`config.mk`:
```
export PLATFORM = sky130hd
export DESIGN_NAME = im_loader_flat
export DESIGN_NICKNAME = d
export VERILOG_FILES = /design/src/rtl/im_loader_pkg.sv /design/src/rtl/im_loader_if.sv /design/src/rtl/im_loader_instr_encoder.sv /design/src/rtl/im_loader.sv /design/src/flat_wrapper.sv
export SDC_FILE = /design/constraint.sdc
export NUM_CORES = 1
export LEC_CHECK = 0
export ABC_CLOCK_PERIOD_IN_PS = 2800
export BUFFER_PORTS_ARGS = -buffer_cell sky130_fd_sc_hd__buf_2
export CAP_MARGIN = 20
export CELL_PAD_IN_SITES_DETAIL_PLACEMENT = 0
export CELL_PAD_IN_SITES_GLOBAL_PLACEMENT = 1
export CORE_ASPECT_RATIO = 0.8
export CORE_MARGIN = 5
export CORE_UTILIZATION = 40
export DETAILED_ROUTE_END_ITERATION = 8
export PLACE_DENSITY = 0.89
export SKIP_LAST_GASP = 1
export SLEW_MARGIN = 20
export SYNTH_ARGS = -nofsm -noshare
export SYNTH_HDL_FRONTEND = slang
export SYNTH_HIERARCHICAL = 1
export SYNTH_SLANG_ARGS = --single-unit
```
`constraint.sdc`:
```
create_clock -name clk -period 2.8 [get_ports clk]
set_input_delay 0.28 -clock clk [delete_from_list [all_inputs] [get_ports clk]]
set_output_delay 0.28 -clock clk [all_outputs]
set_load 0.005 [all_outputs]
```
`src/rtl/im_loader_pkg.sv`:
```
// Shared constants and types for the instruction-memory loader.
package im_loader_pkg;

  localparam logic [1:0]  FMT_R    = 2'd0;
  localparam logic [1:0]  FMT_I    = 2'd1;
  localparam logic [1:0]  FMT_J    = 2'd2;
  localparam logic [1:0]  FMT_ILL  = 2'd3;

  localparam logic [31:0] NOP_WORD = 32'h0000_0000;

  typedef enum logic [1:0] {
    ST_IDLE,
    ST_LOAD,
    ST_DRAIN,
    ST_DONE
  } state_t;

endpackage

```
`src/rtl/im_loader_if.sv`:
```
// Decoded-instruction handshake between the host program source and the loader.
interface im_loader_if;

  logic        in_valid;
  logic        in_ready;
  logic        in_last;
  logic [1:0]  in_fmt;
  logic [5:0]  opcode;
  logic [4:0]  rs;
  logic [4:0]  rt;
  logic [4:0]  rd;
  logic [4:0]  shamt;
  logic [5:0]  funct;
  logic [15:0] imm;
  logic [25:0] target;

  modport master (
    output in_valid, in_last, in_fmt, opcode, rs, rt, rd, shamt, funct, imm, target,
    input  in_ready
  );

  modport slave (
    input  in_valid, in_last, in_fmt, opcode, rs, rt, rd, shamt, funct, imm, target,
    output in_ready
  );

endinterface

```
`src/rtl/im_loader_instr_encoder.sv`:
```
// Combinational MIPS field packer: selects the R/I/J layout by format and
// flags the reserved format, which packs to a nop.
module instr_encoder
  import im_loader_pkg::*;
(
  input  logic [1:0]  fmt,
  input  logic [5:0]  opcode,
  input  logic [4:0]  rs,
  input  logic [4:0]  rt,
  input  logic [4:0]  rd,
  input  logic [4:0]  shamt,
  input  logic [5:0]  funct,
  input  logic [15:0] imm,
  input  logic [25:0] target,
  output logic [31:0] word,
  output logic        illegal
);

  // Pack fields according to the instruction format.
  always_comb begin
    word    = NOP_WORD;
    illegal = 1'b0;
    case (fmt)
      FMT_R:   word = {opcode, rs, rt, rd, shamt, funct};
      FMT_I:   word = {opcode, rs, rt, imm};
      FMT_J:   word = {opcode, target};
      default: illegal = 1'b1;
    endcase
  end

endmodule

```
`src/rtl/im_loader.sv`:
```
// Instruction-memory loader: accepts decoded instructions over a valid/ready
// handshake, packs them and writes them to consecutive IM word addresses
// while holding the IFU in reset.
// Optional build macro IM_LOADER_CHECKSUM_EN adds a running XOR checksum
// output (csum) of every word written in the session.
//
// state    | meaning
// ---------+-----------------------------------------------------------
// ST_IDLE  | no session; IFU released; waits for start
// ST_LOAD  | accepting beats; each accepted beat is written next cycle
// ST_DRAIN | last/overflow seen; final pending write completes
// ST_DONE  | one-cycle done pulse; IFU released on the following cycle
module im_loader
  import im_loader_pkg::*;
#(
  parameter int unsigned ADDR_W    = 10,
  parameter int unsigned BASE_ADDR = 0
)
(
  input  logic              clk,
  input  logic              rst,
  input  logic              start,
  input  logic              abort,
  im_loader_if.slave        ib,
  output logic              im_we,
  output logic [ADDR_W-1:0] im_addr,
  output logic [31:0]       im_wdata,
  output logic              cpu_hold,
  output logic              done,
  output logic [ADDR_W:0]   count,
  output logic              err
`ifdef IM_LOADER_CHECKSUM_EN
  ,
  output logic [31:0]       csum
`endif
);

  localparam logic [ADDR_W:0]   DEPTH   = {1'b1, {ADDR_W{1'b0}}};
  localparam logic [ADDR_W-1:0] BASE    = ADDR_W'(BASE_ADDR);
  localparam logic [ADDR_W:0]   CNT_ONE = (ADDR_W+1)'(1);
  localparam logic [ADDR_W-1:0] ADR_ONE = ADDR_W'(1);

  state_t            state_q, state_d;
  logic              we_q, we_d;
  logic [ADDR_W-1:0] addr_q, addr_d;
  logic [31:0]       wdata_q, wdata_d;
  logic [ADDR_W:0]   count_q, count_d;
  logic              err_q, err_d;
`ifdef IM_LOADER_CHECKSUM_EN
  logic [31:0]       csum_q, csum_d;
`endif

  logic [31:0] enc_word;
  logic        enc_illegal;
  logic        ready;
  logic        accept;
  logic        wr_fire;

  instr_encoder u_enc (
    .fmt     (ib.in_fmt),
    .opcode  (ib.opcode),
    .rs      (ib.rs),
    .rt      (ib.rt),
    .rd      (ib.rd),
    .shamt   (ib.shamt),
    .funct   (ib.funct),
    .imm     (ib.imm),
    .target  (ib.target),
    .word    (enc_word),
    .illegal (enc_illegal)
  );

  assign ready   = (state_q == ST_LOAD) && (count_q < DEPTH);
  assign accept  = ib.in_valid && ready;
  // abort squashes a write already registered for this cycle
  assign wr_fire = we_q && !abort;

  assign ib.in_ready = ready;
  assign im_we       = wr_fire;
  assign im_addr     = addr_q;
  assign im_wdata    = wdata_q;
  assign cpu_hold    = (state_q != ST_IDLE);
  assign done        = (state_q == ST_DONE) && !abort;
  assign count       = count_q;
  assign err         = err_q;
`ifdef IM_LOADER_CHECKSUM_EN
  assign csum        = csum_q;
`endif

  // Next-state, write pipeline and session bookkeeping.
  always_comb begin
    state_d = state_q;
    we_d    = 1'b0;
    addr_d  = addr_q;
    wdata_d = wdata_q;
    count_d = count_q;
    err_d   = err_q;
`ifdef IM_LOADER_CHECKSUM_EN
    csum_d  = csum_q;
`endif

    // completed write advances the address for the next word
    if (wr_fire) begin
      addr_d = addr_q + ADR_ONE;
`ifdef IM_LOADER_CHECKSUM_EN
      csum_d = csum_q ^ wdata_q;
`endif
    end

    case (state_q)
      ST_IDLE: begin
        if (start) begin
          state_d = ST_LOAD;
          count_d = '0;
          err_d   = 1'b0;
          addr_d  = BASE;
`ifdef IM_LOADER_CHECKSUM_EN
          csum_d  = '0;
`endif
        end
      end
      ST_LOAD: begin
        if (accept) begin
          // count tracks words committed to the write pipeline so in_ready
          // drops as soon as the last free slot is taken
          we_d    = 1'b1;
          wdata_d = enc_word;
          count_d = count_q + CNT_ONE;
          if (enc_illegal) err_d = 1'b1;
          if (ib.in_last)  state_d = ST_DRAIN;
        end else if (ib.in_valid && (count_q == DEPTH)) begin
          err_d   = 1'b1;
          state_d = ST_DRAIN;
        end
      end
      ST_DRAIN: state_d = ST_DONE;
      ST_DONE:  state_d = ST_IDLE;
      default:  state_d = ST_IDLE;
    endcase

    // abort overrides everything: nothing new is recorded and a pending
    // write is withdrawn from the count
    if (abort) begin
      state_d = ST_IDLE;
      we_d    = 1'b0;
      addr_d  = addr_q;
      wdata_d = wdata_q;
      err_d   = err_q;
      count_d = count_q - {{ADDR_W{1'b0}}, we_q};
`ifdef IM_LOADER_CHECKSUM_EN
      csum_d  = csum_q;
`endif
    end
  end

  // State and datapath registers.
  always_ff @(posedge clk or negedge rst) begin
    if (!rst) begin
      state_q <= ST_IDLE;
      we_q    <= 1'b0;
      addr_q  <= BASE;
      wdata_q <= '0;
      count_q <= '0;
      err_q   <= 1'b0;
`ifdef IM_LOADER_CHECKSUM_EN
      csum_q  <= '0;
`endif
    end else begin
      state_q <= state_d;
      we_q    <= we_d;
      addr_q  <= addr_d;
      wdata_q <= wdata_d;
      count_q <= count_d;
      err_q   <= err_d;
`ifdef IM_LOADER_CHECKSUM_EN
      csum_q  <= csum_d;
`endif
    end
  end

endmodule

```
`src/flat_wrapper.sv`:
```
// flat-port wrapper written by rule: the top's interface ports become plain ports
module im_loader_flat import im_loader_pkg::*;
#(
  parameter int unsigned ADDR_W    = 10,
  parameter int unsigned BASE_ADDR = 0
)
  (clk, rst, start, abort, im_we, im_addr, im_wdata, cpu_hold, done, count, err, ib_in_valid, ib_in_last, ib_in_fmt, ib_opcode, ib_rs, ib_rt, ib_rd, ib_shamt, ib_funct, ib_imm, ib_target, ib_in_ready);
  im_loader_if ib_i ();
  input  logic clk;
  input  logic rst;
  input  logic start;
  input  logic abort;
  output logic im_we;
  output logic [ADDR_W-1:0] im_addr;
  output logic [31:0] im_wdata;
  output logic cpu_hold;
  output logic done;
  output logic [ADDR_W:0] count;
  output logic err;
  input wire logic [$bits(ib_i.in_valid)-1:0] ib_in_valid;
  input wire logic [$bits(ib_i.in_last)-1:0] ib_in_last;
  input wire logic [$bits(ib_i.in_fmt)-1:0] ib_in_fmt;
  input wire logic [$bits(ib_i.opcode)-1:0] ib_opcode;
  input wire logic [$bits(ib_i.rs)-1:0] ib_rs;
  input wire logic [$bits(ib_i.rt)-1:0] ib_rt;
  input wire logic [$bits(ib_i.rd)-1:0] ib_rd;
  input wire logic [$bits(ib_i.shamt)-1:0] ib_shamt;
  input wire logic [$bits(ib_i.funct)-1:0] ib_funct;
  input wire logic [$bits(ib_i.imm)-1:0] ib_imm;
  input wire logic [$bits(ib_i.target)-1:0] ib_target;
  output wire logic [$bits(ib_i.in_ready)-1:0] ib_in_ready;
  assign ib_i.in_valid = ib_in_valid;
  assign ib_i.in_last = ib_in_last;
  assign ib_i.in_fmt = ib_in_fmt;
  assign ib_i.opcode = ib_opcode;
  assign ib_i.rs = ib_rs;
  assign ib_i.rt = ib_rt;
  assign ib_i.rd = ib_rd;
  assign ib_i.shamt = ib_shamt;
  assign ib_i.funct = ib_funct;
  assign ib_i.imm = ib_imm;
  assign ib_i.target = ib_target;
  assign ib_in_ready = ib_i.in_ready;
  im_loader #(.ADDR_W(ADDR_W), .BASE_ADDR(BASE_ADDR)) u_core (.clk(clk), .rst(rst), .start(start), .abort(abort), .ib(ib_i), .im_we(im_we), .im_addr(im_addr), .im_wdata(im_wdata), .cpu_hold(cpu_hold), .done(done), .count(count), .err(err));
endmodule
```
==> impl_results.md, run 1 <==
- Status: complete, no violations
- Gr usage total: 0.176
- Fin crit period: 2.15 ns
- Post-route clock skew: 0.00737 ns
- Max-cap violations: 0
- Longest Clk Path Bufs: 2
- H-tree depth: 3
- Post_cts resized: 0
- Die Height: 93.4 um
- Static Leakage: 2.27 nW
- Number of buffers added for setup after CTS: 0
- Clock Latency Late Sink: 0.33 ns
- Yosys reg bits: 57
- RSZ-0062 raised after global routing: no
- Std-Cell Rows: 30
- Vias in the first global route: 2924
- Final hold violation count: 0
- Post-synthesis sequential area ratio: 0.411
- Root Driver: clkbuf_8
- Most frequent cells in the layout: buf_2 (139), dfrtp_1 (57), mux2_2 (32), nor2_1 (19), mux2i_1 (19)
- CTS Sinks: 57
- Hold buffers post-CTS: 0
- Mapped Avg Cell Area: 11.0 um^2
- Pwr dens: 869 nW/um^2
- Final Setup Violations: 0
- Final Slew Violations: 0
- Syn Inst Count: 317
- Routed len/inst: 16.3 um
- Crit Path Class: reg2reg
- Post-synth EDFFs: 0
- Routed WL: 9190 um
- Cell variety after synth: 56
- # nets final: 539
- Post-DP HPWL: 7090 um
- Area growth syn-to-layout: 26.9%
- GPL Wtd Cong: 0.849
- Initial DRC count: 179
- Area fraction of the dominant cell type after synthesis: 0.411
- Drt pass-1 iters: 4
- Clock slew at reported path FFs: 0.07 ns
- Slew @ Worst Pin: 0.820 ns
- Reg2reg path depth: 5
- Netlist Area Pre-Place: 3470 um^2
- Via Count: 2969
- Setup Total Neg Slack: 0 ns
- CTS Buf Count: 9
- Fin crit share: 0.770
- Ys async rst share: 1.00
- Top_reg_cell synth: dfrtp_1
- Synth top area cells: dfrtp_1 (41%), mux2_2 (10%), mux2i_1 (5.5%)
- DRC: 0
- Post-Syn Nets: 409
- Fraction of layout cells with a size suffix above 1: 0.443
- Largest net degree at the start of global routing: 39
- Fill cells: 811
- CP Data Arrival Time: 2.37 ns
- Worst slew margin: 0.453
- Die W: 114 um
- Maximum vdd drop: 358 uV
- CP required: 3.02 ns
- Grt ovf: 0
- Initial antenna violation count: 0
- Yosys top cell by area: dfrtp_1
- Core ar.: 8480 um^2
- Die area: 10700 um^2
- Most common cell after layout, fill and taps aside: buf_2
- Ports: 140
- CP max FO: 33
- Fmax: 464 MHz
- CTS tree: done
- Min Hold Slack: 0.0396 ns
- First-pass GRT wire length: 14700 um
- Post-route ant nets: 0
- CP Capture Type: flip-flop
- Hold Path Class: in2async
- Initial core utilization: 0.410
- Synth warn: 6
- Via density: 5.27
- CP Launch Type: flip-flop
- IO buf count: 139
- # diodes: 0
## worst paths after layout
path	from	endpoint	slack, ns
max	u_core/state_q[1]	u_core/im_wdata[27]	0.65
min	rst	u_core/im_wdata[24]	0.04
max reg2reg	u_core/state_q[1]	u_core/im_wdata[27]	0.65
min reg2reg	u_core/im_wdata[5]	u_core/im_wdata[5]	0.50
max in group asynchronous	rst	u_core/im_addr[0]	2.07
min in group clk	ib_imm[13]	u_core/im_wdata[13]	0.28
## logic make-up after synthesis
family | synth area share
buffers and inverters | 0.0583
AO/OA/AOI/OAI | 0.148
XOR/XNOR | 0.0403
multiplexers | 0.158
AND/OR/NAND/NOR | 0.149
adder cells (fa/ha/maj) | 0.0360
flip-flops | 0.411
## registers in the layout, summed over array words and instances (netlist names)
signal	count
u_core/im_wdata	32
u_core/im_addr	10
u_core/state_q	2
u_core/count	11
u_core/we_q	1
u_core/err	1
## critical path, cell delays in order (launching register included)
cell      delay (ns)
dfrtp_1         0.42
inv_1           0.11
ha_1            0.39
and4bb_1        0.30
buf_4           0.40
mux2_2          0.40
## layer usage
layer  global-route usage  share of wire  vias up
met2                0.286           0.49       85
met5                    0              0        -
li1                     -              -     1435
met1                0.225           0.44     1436
met4               0.0673          0.017        0
met3               0.0446          0.053       13
## report_power, final
part | internal, mW | switching, mW | leakage (nW)
registers | 1.14 | 0.293 | 0.744
logic | 0.778 | 0.691 | 1.40
clock network | 0.610 | 0.321 | 0.122
## synthesized netlist by cell type, drive strengths merged, types with 2 or more instances
cell type and number:
nor4 6, nand2 13, inv 10, and2 7, o22ai 5, buf 16, o2bb2ai 16, xor2 6
ha 10, o221ai 2, nand2b 3, nor3b 5, nor2 19, nor3 6, a21oi 3, a22o 12
mux2 32, o211a 2, nor2b 5, or4 2, and3 4, dfrtp 57, or3 2, mux2i 19
a221o 6, clkbuf 7, and2b 2, nand3 7, o21ai 5, nand4 3, xnor2 10, a211o 3
## layout make-up
type / instances / area, um^2 / share of cell area
repair buffers: 142 / 718 / 0.163
inverters: 10 / 37.5 / 0.00851
clock inverters: 5 / 104 / 0.0236
multi-input cells: 227 / 1850 / 0.419
clock buffers: 10 / 138 / 0.0312
well taps: 112 / 140 / 0.0318
flip-flops and latches: 57 / 1430 / 0.323
## per-stage QoR
step           setup WS, ns  cell area (um^2)  total power, mW  utilization  std cells
6_report              0.645              4410             3.83        0.520        563
5_1_grt               0.494              4410             4.11        0.520        563
3_3_place_gp          0.752              4170             2.88        0.491        548
3_5_place_dp          0.678              4170             2.94        0.491        548
2_1_floorplan          1.02              3470             2.33            -        317
4_1_cts               0.640              4410             3.89        0.520        563
No activity file was read; power rests on OpenSTA's default activity.
==> inputs of run 2 (changes only) <==
Settings changed: ABC_CLOCK_PERIOD_IN_PS 2800 to 2100, CORE_UTILIZATION 40 to 37, PLACE_DENSITY 0.89 to 0.83.
Clock period 2.8 ns to 2.1 ns, I/O delays scaled along.
==> run 2 against run 1 <==
Effect of this change:
- core utilization shrank 1.8 points
- clock skew increased by 0.0029 ns
- wire length increased by 1.6%
- final cell count is 2.1% higher
- sequential power is 33% higher
- critical path depth grew 1
- highest routed layer unchanged
- worst setup slack lost 0.57 ns
- first-iteration DRC count shrank 54%
- register-to-register slack lost 0.57 ns
- via count is 1.0% higher
- largest cell class unchanged
==> impl_results.md, run 2 (synthesis results as in run 1) <==
- Longest Clk Path Bufs: 2
- Sequential power share: 0.345
- Max-cap violations: 0
- Initial DRC count: 82
- Worst slew margin: 0.588
- P_sw: 1.82 mW
- Root Driver: clkbuf_16
- # nets final: 548
- Switching share of power: 0.330
- Vias in the first global route: 3144
- IO buf count: 139
- CP max FO: 7
- Post-route cell area: 4570 um^2
- Std-Cell Rows: 31
- CP required: 2.30 ns
- Final Slew Violations: 0
- Post-route ant nets: 0
- Hold buffers post-CTS: 1
- CP Data Arrival Time: 2.23 ns
- Fin crit share: 0.965
- Comb pwr share: 0.374
- Drt pass-1 iters: 4
- Ports: 140
- Internal Pwr Total: 3.68 mW
- Die area: 11400 um^2
- Routed len/inst: 16.2 um
- Post-DP HPWL: 7230 um
- Grt ovf: 0
- Setup Total Neg Slack: 0 ns
- Most frequent cells in the layout: buf_2 (139), dfrtp_1 (57), mux2_2 (32), nor2_1 (19), mux2i_1 (19)
- DRC: 0
- Routed WL: 9340 um
- Max reg flops: 32
- CTS Sinks: 57
- Die W: 118 um
- Post-route clock skew: 0.0102 ns
- Initial antenna violation count: 0
- GPL Wtd Cong: 0.844
- Clk pwr share: 0.282
- Reg2reg path depth: 6
- Die Height: 96.7 um
- Post_cts resized: 0
- Gr usage total: 0.163
- Crit Path Class: reg2reg
- Clock slew at reported path FFs: 0.05 ns
- Number of buffers added for setup after CTS: 0
- Hold Path Stages: 3
- Static Leakage: 2.35 nW
- Via density: 5.22
- CTS Buf Count: 9
- CP Launch Type: flip-flop
- Fmax: 494 MHz
- Slew @ Worst Pin: 0.618 ns
- Core ar.: 9110 um^2
- Most common cell after layout, fill and taps aside: buf_2
- DP Area: 4240 um^2
- Hold Path Class: in2reg
- Initial core utilization: 0.381
- Final Setup Violations: 0
- Pwr dens: 1200 nW/um^2
- Via Count: 3000
- Status: complete, no violations
- Fin crit period: 2.03 ns
- Largest net degree at the start of global routing: 33
- Area growth syn-to-layout: 31.6%
- # diodes: 0
- H-tree depth: 3
- First-pass GRT wire length: 15400 um
- Maximum vdd drop: 747 uV
- CP Capture Type: flip-flop
- CTS tree: done
- Clock Latency Late Sink: 0.32 ns
- Final hold violation count: 0
- Fraction of layout cells with a size suffix above 1: 0.452
- RSZ-0062 raised after global routing: no
[run 2: area by class of cell]
cell class	instances	area [um^2]
fill	865	4540
inverter	10	37.5
timing repair buffer	151	801
clock buffer	10	239
sequential	57	1430
multi-input combinational	227	1850
tap	115	144
clock inverter	5	80.1
[run 2: power by group through the flow]
stage               clock network, mW  registers [mW]  logic, mW
global route                     1.65            1.97       2.27
detailed placement                  0            1.91       2.08
global placement                    0            1.89       2.02
finish                           1.55            1.90       2.06
CTS                              1.59            1.90       2.08
floorplan                           0            1.82       1.29
[run 2: critical path: stages (launching register included)]
cell,delay (ns)
dfrtp_1,0.39
inv_1,0.10
ha_1,0.25
nor2b_1,0.18
a211oi_2,0.47
o22ai_1,0.17
a221o_2,0.35
[run 2: layer usage]
layer / share of wire / routed length, um / vias to the layer above / track usage
li1: - / - / 1454 / -
met1: 0.46 / 4290 / 1471 / 0.208
met2: 0.48 / 4500 / 71 / 0.264
met3: 0.054 / 500 / 4 / 0.0531
met4: 0.0054 / 50 / 0 / 0.0450
met5: 0 / 0 / - / 0
[run 2: through the flow]
stage	hold WS, ns	setup slack, ns	utilization	cells	power (mW)
global route	0.217	0.00421	0.502	575	5.88
CTS	0.203	0.113	0.502	575	5.58
global placement	0.260	0.167	0.466	559	3.92
detailed placement	0.257	0.117	0.466	559	3.98
floorplan	-0.0856	0.321	-	317	3.11
finish	0.221	0.0744	0.502	575	5.50
[run 2: final timing paths]
check | slack, ns | start | to
worst min register to register | 0.50 | u_core/im_wdata[10] | u_core/im_wdata[10]
worst min-delay path | 0.22 | ib_opcode[0] | u_core/im_wdata[26]
min in group asynchronous | 0.44 | rst | u_core/im_wdata[16]
max in group asynchronous | 1.06 | rst | u_core/im_wdata[4]
worst max-delay path | 0.07 | u_core/state_q[0] | u_core/count[5]
worst max register to register | 0.07 | u_core/state_q[0] | u_core/count[5]
